$ cat src/rtl/command_pkg.sv
// Shared types and constants for the command sink: qualifier states and
// register-file geometry.
package command_pkg;

  typedef enum logic [1:0] {
    IDLE,
    COUNT,
    FIRE,
    WAIT_LOW
  } qual_state_t;

  localparam int NREG     = 16;
  localparam int IDX_W    = $clog2(NREG);
  localparam int ADDR_W   = 8;
  localparam int DATA_W   = 8;
  localparam int DATA32_W = 32;

  // Lowest address that falls outside the register file.
  localparam logic [ADDR_W-1:0] ADDR_LIMIT = ADDR_W'(NREG);

  function automatic logic addr_in_range(input logic [ADDR_W-1:0] a);
    return a < ADDR_LIMIT;
  endfunction

endpackage

$ cat src/rtl/strobe_qual.sv
// Strobe qualifier: a strobe must be high for MIN_HIGH consecutive cycles
// to produce one accept pulse; a strobe that drops early flags short_err.
module strobe_qual
  import command_pkg::*;
#(
  parameter int MIN_HIGH = 40
) (
  input  logic clk,
  input  logic reset,
  input  logic strobe,
  output logic accept,
  output logic short_err
);

  // MIN_HIGH must be at least 1.
  localparam int CW = $clog2(MIN_HIGH + 1);
  localparam logic [CW-1:0] TARGET = CW'(MIN_HIGH);
  localparam logic [CW-1:0] ONE    = CW'(1);

  qual_state_t   state, state_next;
  logic [CW-1:0] cnt, cnt_next;
  logic [CW-1:0] cnt_inc;

  assign cnt_inc = cnt + ONE;

  always_ff @(posedge clk) begin
    if (!reset) begin
      state <= IDLE;
      cnt   <= '0;
    end else begin
      state <= state_next;
      cnt   <= cnt_next;
    end
  end

  // The counter holds the number of high samples seen in the current run.
  always_comb begin
    state_next = state;
    cnt_next   = cnt;
    accept     = 1'b0;
    short_err  = 1'b0;
    case (state)
      IDLE: begin
        if (strobe) begin
          cnt_next   = ONE;
          state_next = (ONE == TARGET) ? FIRE : COUNT;
        end
      end
      COUNT: begin
        if (strobe) begin
          cnt_next = cnt_inc;
          if (cnt_inc == TARGET) begin
            state_next = FIRE;
          end
        end else begin
          cnt_next   = '0;
          short_err  = 1'b1;
          state_next = IDLE;
        end
      end
      FIRE: begin
        accept     = 1'b1;
        state_next = WAIT_LOW;
      end
      WAIT_LOW: begin
        if (!strobe) begin
          cnt_next   = '0;
          state_next = IDLE;
        end
      end
      default: begin
        cnt_next   = '0;
        state_next = IDLE;
      end
    endcase
  end

endmodule

$ cat src/rtl/command_sink.sv
// Command sink: two qualified write strobes feeding a 16x8 register file and
// a 32-bit register, with sticky error flags for bad addresses and short strobes.
module command_sink
  import command_pkg::*;
#(
  parameter int CLK_FREQ = 200000000,
  parameter int MIN_HIGH = CLK_FREQ / 5000000
) (
  input  logic                clk,
  input  logic                reset,
  input  logic                reset_cmd,
  input  logic [ADDR_W-1:0]   addr,
  input  logic                sw_in,
  input  logic [DATA_W-1:0]   data_in,
  input  logic                sw_in32,
  input  logic [DATA32_W-1:0] data_in32,
  input  logic [IDX_W-1:0]    rd_addr,
  output logic [DATA_W-1:0]   rd_data,
  output logic [DATA32_W-1:0] reg32,
  output logic                wr_pulse,
  output logic [ADDR_W-1:0]   wr_addr,
  output logic                wr_pulse32,
  output logic                err_addr,
  output logic                err_short
);

  logic accept8, accept32;
  logic short8, short32;
  logic addr_ok;
  logic wr8_go, wr32_go;

  logic [DATA_W-1:0] regs [NREG];

  strobe_qual #(.MIN_HIGH(MIN_HIGH)) u_qual8 (
    .clk       (clk),
    .reset     (reset),
    .strobe    (sw_in),
    .accept    (accept8),
    .short_err (short8)
  );

  strobe_qual #(.MIN_HIGH(MIN_HIGH)) u_qual32 (
    .clk       (clk),
    .reset     (reset),
    .strobe    (sw_in32),
    .accept    (accept32),
    .short_err (short32)
  );

  // A register clear on the accept edge drops the write and its pulse.
  assign addr_ok = addr_in_range(addr);
  assign wr8_go  = accept8 && addr_ok && !reset_cmd;
  assign wr32_go = accept32 && !reset_cmd;

  always_ff @(posedge clk) begin
    if (!reset) begin
      for (int i = 0; i < NREG; i++) begin
        regs[i] <= '0;
      end
      reg32   <= '0;
      wr_addr <= '0;
    end else if (reset_cmd) begin
      for (int i = 0; i < NREG; i++) begin
        regs[i] <= '0;
      end
      reg32   <= '0;
      wr_addr <= '0;
    end else begin
      if (wr8_go) begin
        regs[addr[IDX_W-1:0]] <= data_in;
        wr_addr               <= addr;
      end
      if (wr32_go) begin
        reg32 <= data_in32;
      end
    end
  end

  // Pulses and sticky flags ignore reset_cmd apart from the dropped write.
  always_ff @(posedge clk) begin
    if (!reset) begin
      wr_pulse   <= 1'b0;
      wr_pulse32 <= 1'b0;
      err_addr   <= 1'b0;
      err_short  <= 1'b0;
    end else begin
      wr_pulse   <= wr8_go;
      wr_pulse32 <= wr32_go;
      if (accept8 && !addr_ok) begin
        err_addr <= 1'b1;
      end
      if (short8 || short32) begin
        err_short <= 1'b1;
      end
    end
  end

  assign rd_data = regs[rd_addr];

endmodule

$ cat config.mk
export PLATFORM = sky130hd
export DESIGN_NAME = command_sink
export DESIGN_NICKNAME = d
export VERILOG_FILES = /design/src/rtl/command_pkg.sv /design/src/rtl/strobe_qual.sv /design/src/rtl/command_sink.sv
export SDC_FILE = /design/constraint.sdc
export NUM_CORES = 1
export LEC_CHECK = 0
export ABC_AREA = 1
export BUFFER_PORTS_ARGS = -buffer_cell sky130_fd_sc_hd__buf_2
export CORE_MARGIN = 10
export CORE_UTILIZATION = 38
export DETAILED_ROUTE_END_ITERATION = 10
export PLACE_DENSITY_LB_ADDON = 0.2
export RECOVER_POWER = 25
export SLEW_MARGIN = 20
export SYNTH_ARGS = -nofsm -noshare
export SYNTH_HDL_FRONTEND = slang
export SYNTH_SLANG_ARGS = --single-unit
$ cat constraint.sdc
create_clock -name clk -period 1.94 [get_ports clk]
set_input_delay 0.097 -clock clk [delete_from_list [all_inputs] [get_ports clk]]
set_output_delay 0.097 -clock clk [all_outputs]
set_load 0.02 [all_outputs]
# After elaboration in Yosys (flattened, before gate mapping)
# Memory sizes are Yosys's and may differ from the RTL's.
# Cells that the tools add are included.
[classes]
n_reduce_logical = 17
magnitude_cmp = 1
multipliers = 0
addsub = 2
div_mod_pow = 0
n_mux = 51
n_shift = 0
eq_ne = 14
n_bitwise = 17
[ops]
columns = ["operator", "n"]
rows = [
  ["8-bit two-way mux", 17],
  ["6-bit two-way mux", 6],
  ["6-bit case mux with 3 select lines", 2],
  ["2-bit two-way mux", 8],
  ["1-bit OR", 16],
  ["2-bit case mux with 4 select lines", 2],
  ["1-bit two-way mux", 15],
  ["6-bit by 1-bit adder with 6-bit output, second input constant", 2],
  ["6-bit equality test, second input constant", 2],
  ["3-bit AND reduction", 4],
  ["2-bit equality test, second input constant", 4],
  ["8-bit by 5-bit less-than comparator with 1-bit output, second input constant", 1],
  ["2-bit != test, second input constant", 4],
  ["8-bit OR reduction", 1],
  ["3-bit by 2-bit != test with 1-bit output, second input constant", 2],
  ["3-bit nonzero test", 2],
  ["2-bit by 1-bit equality test with 1-bit output, second input constant", 2],
  ["1-bit logical AND", 4],
  ["2-bit logical NOT", 2],
  ["4-bit two-way mux", 1],
  ["1-bit logical NOT", 2],
  ["2-bit OR reduction", 1],
  ["1-bit logical OR", 1],
  ["1-bit NOT", 1],
]
[totals]
mem_count = 1
latchBits = 0
input_bits = 57
wordCells = 113
mem_bits_ro = 0
output_inout_bits = 52
register_bits = 60
mem_bits_rw = 128
[memory_table]
columns = ["memory", "depth", "width", "rd", "rd_clocked_by_memory_dff", "wr", "line_no", "text"]
rows = [
  ["regs", 16, 8, 1, 0, 16, "command_sink.sv:32", "logic [DATA_W-1:0] regs [NREG];"],
]

# Longest topological paths before layout
# Gate-level depths: netlist (run 1).
[depth]
word_depth = 10
mapped_depth = 9
ltp_nobuf = 9

# By module
# A second synthesis (run 1) with hierarchy kept.
[hier_totals]
cells_unflattened = 1030
hier_area_um2 = 8829.7
[modules_own_cells]
columns = ["module", "area_per_inst_um2", "cells_each", "seq_area_each_um2", "n_inst"]
rows = [
  ["command_sink", 7933.9, 896, 4724.5, 1],
  ["strobe_qual", 447.9, 67, 160.2, 2],
]

# Worst setup path after synthesis (run 1)
# OpenSTA, ideal clock, no wires.
[synth_path]
kind = "register to register"
from = "register with a tool-made name"
to = "memory regs[3][0] (enable)"
required_ns = 1.611
path_buffers = 2
path_slack_ns = 0.163
setup_ns = 0.329
stages_incl_launch_ff = 9
arrival_ns = 1.448
synth_period_minus_slack_ns = 1.777
cell_sequence = "dfxtp_1 inv_2 nor2_2 inv_2 nor3_2 buf_6 buf_12 nand4_4 nand2_1"
[synth_rtl]
columns = ["item", "line_no"]
rows = [
  ["to (decl)", "command_sink.sv:32"],
]

==> reports/metrics.cfg, run 1 <==
[worst_setup_path]
timing.critical_path.from_type=register
critical_path_required_ns=2.04
timing.critical_path.max_delay_family=simple AND/OR/NAND/NOR gates
crit_path_max_incr_delay_ns=0.37
cp_common_cell=sky130_fd_sc_hd__inv_2
path_buf_inv=3
worst_setup_path_end_kind=register
crit_path_cell_trace=inv_2 -> nor2_2 -> inv_2 -> nor3_4 -> buf_12 -> nand4_2 -> nand2_1
critPathMaxFanout=27
cp.arrival_ns=1.95
critPathSlowestCell=sky130_fd_sc_hd__dfxtp_1
timing_worst_setup_path_type=register to register

[global_routing]
number_of_antenna_violations_at_the_first_check_in_global_routing=1
grt_first_pass_wirelength_um=37100
grt.overflow.total=0
grt_max_degree=62
gr-usage-all-layers_pct=16.3
first_global_vias=6908

[drt]
drtPass1Iterations=5
vias=6825
detailedRoute.firstIterationViolations=394
wl_um=23500
remaining_drc_errors=0
route.detailed.wl_per_inst_um=17.3
final_antenna_net_count=0
drt-vias-per-instance=5.01

[synth]
synthesis.yosys.warnings=0
yosysTopAreaCell=sky130_fd_sc_hd__edfxtp_1
synthesis.area_um2=8450
number_of_nets_produced_by_synthesis=974
netlist_top_cells_area=sky130_fd_sc_hd__edfxtp_1 (45%), sky130_fd_sc_hd__dfxtp_1 (14%), sky130_fd_sc_hd__nor2_1 (9.6%), sky130_fd_sc_hd__nand2_1 (5.2%), sky130_fd_sc_hd__inv_1 (4.2%)
synth_top_area_share_pct=45.5
ys_seq_elements=188
synthCells=915
seq_area_frac_synth_pct=59.7
count_of_cell_types_in_the_netlist=25
syn_area_per_cell_um2=9.24

[cts]
cts.reportedPaths.clkPinSlew_ns=0.07
cts-buffers-inserted=17
clock_insertion_delay_worst_skew_ns=0.43
tritoncts=done
count_of_buffers_added_by_post_cts_timing_repair_for_setup=0
root_buffer=sky130_fd_sc_hd__clkbuf_16
clock_path_buffers=2
numClockSinks=188
clock_tree.htree_level_count=4

[power]
p_total_mw=8.73
power.density_nw_per_um2=838
peakVddDrop_mv=0.600
power.leakage_nw=4.39

[final_layout]
drive_gt1_share_pct=15.8
mostFrequentLayoutCell=sky130_fd_sc_hd__nor2_1
final_cell_mix=sky130_fd_sc_hd__nor2_1 (216), sky130_fd_sc_hd__edfxtp_1 (128), sky130_fd_sc_hd__nand2_1 (108)
num_antenna_cells=0
area_used_by_multi_input_combinational_logic_um2=2840
postLayoutCellArea_um2=10400
finish.net_count=1128
finalCoreUtilization_pct=47.8
syn_to_final_growth_pct=23.3
layout.filler_cells=2138
area.sequential_um2=5040
fin_cells=1362

[status]
outcome=finished clean

[placed_design]
place_congestion=0.829
detailed_place_hpwl_um=15200
dpl.cell_count=1293
dp_worst_setup_slack_ns=0.0781
port_buffers=108
post_dp_cell_area_um2=9510

[timing]
max-slew-margin-rel_pct=54.6
finalWorstPathRequiredPeriod_ns=1.86
totalNegativeSetupSlack_ns=0
drv_slew=0
setup_slack_ns=0.0838
finalHoldWorstSlack_ns=0.0215
finClkSkew_ns=0.00837
setup_failing_eps_final=0
final-hold-violation-count=0
layout_worst_path_cycle_share_pct=95.7
worst_slew_pin_slew_ns=0.682
setup_repair_after_global_routing_missed_its_margin=no
highest_clock_rate_ghz=0.539

[floorplan]
core_area_um2=21800
floorplan.die_area_um2=28600
die_height_um=169
start_util_pct=38.7
io_pins=109
chipWidth_um=169
placementRows=54

[job]
maxCapViolCount=0

[hold_path]
hold_path.class=input port to register

[final timing paths]
check | from | slack, ns | cells after the start | end
worst max-delay path | register | 0.08 | 7 | regs[15][5]
worst max register to register | register | 0.08 | 7 | regs[15][5]
worst min register to register | wr_addr[4] | 0.45 | 2 | wr_addr[4]
worst min-delay path | addr[3] | 0.02 | 5 | wr_addr[3]
[synthesized netlist by cell type]
master / n
sky130_fd_sc_hd__nand4_1: 2
sky130_fd_sc_hd__dfxtp_1: 60
sky130_fd_sc_hd__buf_2: 8
sky130_fd_sc_hd__nor2_4: 1
sky130_fd_sc_hd__o21ai_0: 68
sky130_fd_sc_hd__buf_12: 1
sky130_fd_sc_hd__nor3_2: 1
sky130_fd_sc_hd__o211ai_1: 38
sky130_fd_sc_hd__clkbuf_1: 37
sky130_fd_sc_hd__nand4_4: 9
sky130_fd_sc_hd__nor2_2: 5
sky130_fd_sc_hd__nor2_1: 216
sky130_fd_sc_hd__nand2_1: 118
sky130_fd_sc_hd__buf_1: 3
sky130_fd_sc_hd__ha_1: 2
sky130_fd_sc_hd__inv_1: 95
sky130_fd_sc_hd__nand3b_1: 3
sky130_fd_sc_hd__nand3_1: 60
sky130_fd_sc_hd__nand4_2: 7
sky130_fd_sc_hd__nor4_1: 2
sky130_fd_sc_hd__buf_6: 1
sky130_fd_sc_hd__a21oi_1: 44
sky130_fd_sc_hd__o22ai_1: 1
sky130_fd_sc_hd__edfxtp_1: 128
sky130_fd_sc_hd__inv_2: 5
[kinds of logic (layout without fill, tap and decap cells)]
group / Yosys count / in the layout / synth area share, %
AO/OA/AOI/OAI: 151 / 151 / 10.1
adder cells (fa/ha/maj): 2 / 2 / 0.296
buffers and inverters: 150 / 317 / 7.06
flip-flops: 188 / 188 / 59.7
AND/OR/NAND/NOR: 424 / 424 / 22.9
[power by group]
| group | switching (mW) | leakage (nW) | total, mW | internal, mW |
|---|---|---|---|---|
| registers | 0.0504 | 1.92 | 4.44 | 4.39 |
| logic | 0.549 | 2.19 | 0.819 | 0.270 |
| clock network | 1.60 | 0.288 | 3.47 | 1.87 |
| total | 2.20 | 4.39 | 8.73 | 6.54 |
[worst min-delay path, cell delays in order]
cell	delay [ns]
sky130_fd_sc_hd__buf_2	0.12
sky130_fd_sc_hd__inv_1	0.06
sky130_fd_sc_hd__nand2_1	0.05
sky130_fd_sc_hd__nand2_1	0.05
sky130_fd_sc_hd__nor2_1	0.03
[metal layers]
layer	global-route usage [%]	wire [um]
met3	4.93	1930
met1	20.8	10000
met4	3.79	265
met2	26.7	11300
met5	0	11
[area by class of cell]
class / instances / share of cell area [%]
multi-input combinational: 577 / 27.3
clock inverter: 13 / 1.25
sequential: 188 / 48.4
tap: 280 / 3.36
inverter: 100 / 3.60
timing repair buffer: 185 / 11.8
clock buffer: 19 / 4.35
[what timing repair did]
action                     in CTS  in global routing
setup endpoints to repair       0                 75
gates resized for setup         0                 10
hold buffers                   37                  0
hold endpoints to repair       39                  0
[flip-flops by register name, indices dropped and copies added, names as in the netlist, named ones only]
register and count:
wr_addr 8, regs 128, err_addr 1, u_qual8.state 1
u_qual32.cnt 6, wr_pulse 1, u_qual32.state 1, u_qual8.cnt 6
err_short 1, wr_pulse32 1, reg32 32
Power figures use the tool's default switching activity.
==> run 2: changes to the inputs <==
--- a/config.mk
+++ b/config.mk
@@ -10,7 +10,8 @@
 export CORE_MARGIN = 10
 export CORE_UTILIZATION = 38
 export DETAILED_ROUTE_END_ITERATION = 10
-export PLACE_DENSITY_LB_ADDON = 0.2
+export MAX_ROUTING_LAYER = met4
+export PLACE_DENSITY_LB_ADDON = 0.08
 export RECOVER_POWER = 25
 export SLEW_MARGIN = 20
 export SYNTH_ARGS = -nofsm -noshare
==> run 2 against run 1 <==
Clock skew grew 0.0066 ns. Total power grew 0.91%. Final cell count grew 0.81%. Utilization grew 0.14 points. First-iteration DRC count shrank 21%. Clock power grew 3%. Combinational power shrank 0.6%. Clock-buffer cell count shrank 1. Via count shrank 2.2%. Register-to-register slack is essentially flat. Routed wire length shrank 2.0%.
==> reports/metrics.cfg, run 2 (synthesis gave the netlist of run 1 again) <==
[status]
outcome=finished clean

[floorplan]
chipWidth_um=169  ; unchanged
floorplan.die_area_um2=28600  ; unchanged
placementRows=54  ; unchanged
start_util_pct=38.7  ; unchanged
core_area_um2=21800  ; unchanged
io_pins=109  ; unchanged
die_height_um=169  ; unchanged

[final_layout]
largest_register=regs
syn_to_final_growth_pct=23.7
largest_registers=regs (128), reg32 (32), wr_addr (8)
final_cell_mix=sky130_fd_sc_hd__nor2_1 (215), sky130_fd_sc_hd__edfxtp_1 (128), sky130_fd_sc_hd__nand2_1 (112)
finish.net_count=1136  ; +0.71%
mostFrequentLayoutCell=sky130_fd_sc_hd__nor2_1
largest_register_ffs=128  ; unchanged
layout.filler_cells=2132  ; -0.28%
drive_gt1_share_pct=16.2  ; +0.43 points

[worst_setup_path]
reg2reg_slack_ns=0.08  ; about the same
crit_path_cell_trace=inv_2 -> nor2_2 -> inv_2 -> nor3_4 -> buf_4 -> nand4_2 -> nand2_1
crit_path_max_incr_delay_ns=0.37  ; about the same
timing.critical_path.from_type=register
timing_worst_setup_path_type=register to register
critPathSlowestCell=sky130_fd_sc_hd__dfxtp_1
timing.critical_path.max_delay_family=simple AND/OR/NAND/NOR gates
worst_setup_path_end_kind=register
critical_path_required_ns=2.03  ; about the same
critPathMaxFanout=10  ; -63%
path_buf_inv=3  ; unchanged
cp_common_cell=sky130_fd_sc_hd__inv_2
cp.arrival_ns=1.96  ; about the same

[timing]
drv_slew=0  ; unchanged
worst_slew_pin_slew_ns=0.681  ; -0.000878 ns
layout_worst_path_cycle_share_pct=96.1  ; +0.41 points
setup_repair_after_global_routing_missed_its_margin=no
max-slew-margin-rel_pct=54.6  ; +0.059 points
setup_slack_ns=0.0759  ; -0.00796 ns
highest_clock_rate_ghz=0.536  ; -0.43%
setup_failing_eps_final=0  ; unchanged
finalWorstPathRequiredPeriod_ns=1.86  ; +0.00796 ns
final-hold-violation-count=0  ; unchanged
finClkSkew_ns=0.0150  ; +0.00661 ns
totalNegativeSetupSlack_ns=0  ; unchanged

[drt]
vias=6678  ; -2.2%
remaining_drc_errors=0  ; unchanged
route.detailed.wl_per_inst_um=16.8  ; -2.7%
met2_wirelength_um=11000  ; -2.2%
wire_length_the_detailed_router_placed_on_met1_um=10500  ; +4.5%
final_antenna_net_count=0  ; unchanged
highest-signal-layer=met4
wl_met3_um=1290  ; -33%
detailedRoute.firstIterationViolations=313  ; -21%
wl_um=23100  ; -2.0%
drt-vias-per-instance=4.86  ; -2.9%
drtPass1Iterations=5  ; unchanged

[cts]
root_buffer=sky130_fd_sc_hd__clkbuf_16
cts.reportedPaths.clkPinSlew_ns=0.08  ; about the same
cts-buffers-inserted=17  ; unchanged
numClockSinks=188  ; unchanged
clock_insertion_delay_worst_skew_ns=0.43  ; about the same
tritoncts=done
clock_path_buffers=2  ; unchanged
clock_tree.htree_level_count=4  ; unchanged

[power]
p_total_mw=8.81  ; +0.91%
power.leakage_nw=4.44  ; +0.95%
power.density_nw_per_um2=843  ; +0.61%
peakVddDrop_mv=0.535  ; -11%

[global_routing]
grt.overflow.total=0  ; unchanged
first_global_vias=6950  ; +0.61%
gr-usage-all-layers_pct=16.9  ; +0.59 points
grt_first_pass_wirelength_um=37000  ; -0.17%
number_of_antenna_violations_at_the_first_check_in_global_routing=3  ; +2
grt_max_degree=46  ; -26%

[hold_path]
hold_path.class=input port to register

[job]
maxCapViolCount=0  ; unchanged

[placed_design]
place_congestion=0.836  ; +0.77%
detailed_place_hpwl_um=15500  ; +2.2%
dp_worst_setup_slack_ns=0.0838  ; +0.00567 ns
port_buffers=108  ; unchanged

==> run 2: what timing repair did <==
item	in CTS	in global routing
hold endpoints to repair	40	0
hold buffers	37	0
gates resized for setup	0	6
setup buffers	0	0
endpoints found under the setup margin	0	48
==> run 2: worst reg2reg max path: stages, from the launching register on <==
cell and delay [ns]:
sky130_fd_sc_hd__dfxtp_1 0.37, sky130_fd_sc_hd__inv_2 0.07, sky130_fd_sc_hd__nor2_2 0.11, sky130_fd_sc_hd__inv_2 0.08, sky130_fd_sc_hd__nor3_4 0.17, sky130_fd_sc_hd__buf_4 0.27
sky130_fd_sc_hd__nand4_2 0.13, sky130_fd_sc_hd__nand2_1 0.32
==> run 2: per-stage QoR <==
stage / instances / utilization, % / instance area, um^2 / hold WS [ns]
after floorplan: 915 / - / 8450 / 0.175
after global placement: 1301 / 43.6 / 9520 / 0.318
after detailed placement: 1301 / 43.6 / 9520 / 0.324
after CTS: 1370 / 48.1 / 10500 / 0.0144
after global routing: 1373 / 47.9 / 10500 / 0.0347
final: 1373 / 47.9 / 10500 / 0.0256
==> run 2: metal layers <==
| layer | vias to the layer above | track usage, % |
|---|---|---|
| li1 | 3384 | - |
| met1 | 3093 | 21.2 |
| met2 | 177 | 27.1 |
| met3 | 24 | 3.75 |
| met4 | 0 | 4.65 |
| met5 | - | - |
==> run 2: path summary, 6_finish.rpt <==
kind,cells past startpoint,from,end
worst max-delay path,7,register,regs[12][7]
worst min-delay path,5,addr[3],wr_addr[3]
worst max register to register,7,register,regs[12][7]
worst min register to register,2,wr_addr[6],wr_addr[6]
==> run 2: power breakdown <==
| group | total, mW | switching, mW | internal (mW) | leakage (nW) |
|---|---|---|---|---|
| Sequential | 4.44 | 0.0480 | 4.39 | 1.92 |
| Clock | 3.56 | 1.65 | 1.90 | 0.302 |
| Combinational | 0.814 | 0.545 | 0.269 | 2.21 |
==> run 2: layout make-up <==
type	count	area, um^2	area share (%)
clock buffer	18	450	4.31
inverter	100	375	3.59
sequential	188	5040	48.3
clock inverter	14	148	1.41
timing repair buffer	193	1240	11.8
tap	280	350	3.35
antenna	3	7.51	0.0718
multi-input combinational	577	2840	27.2
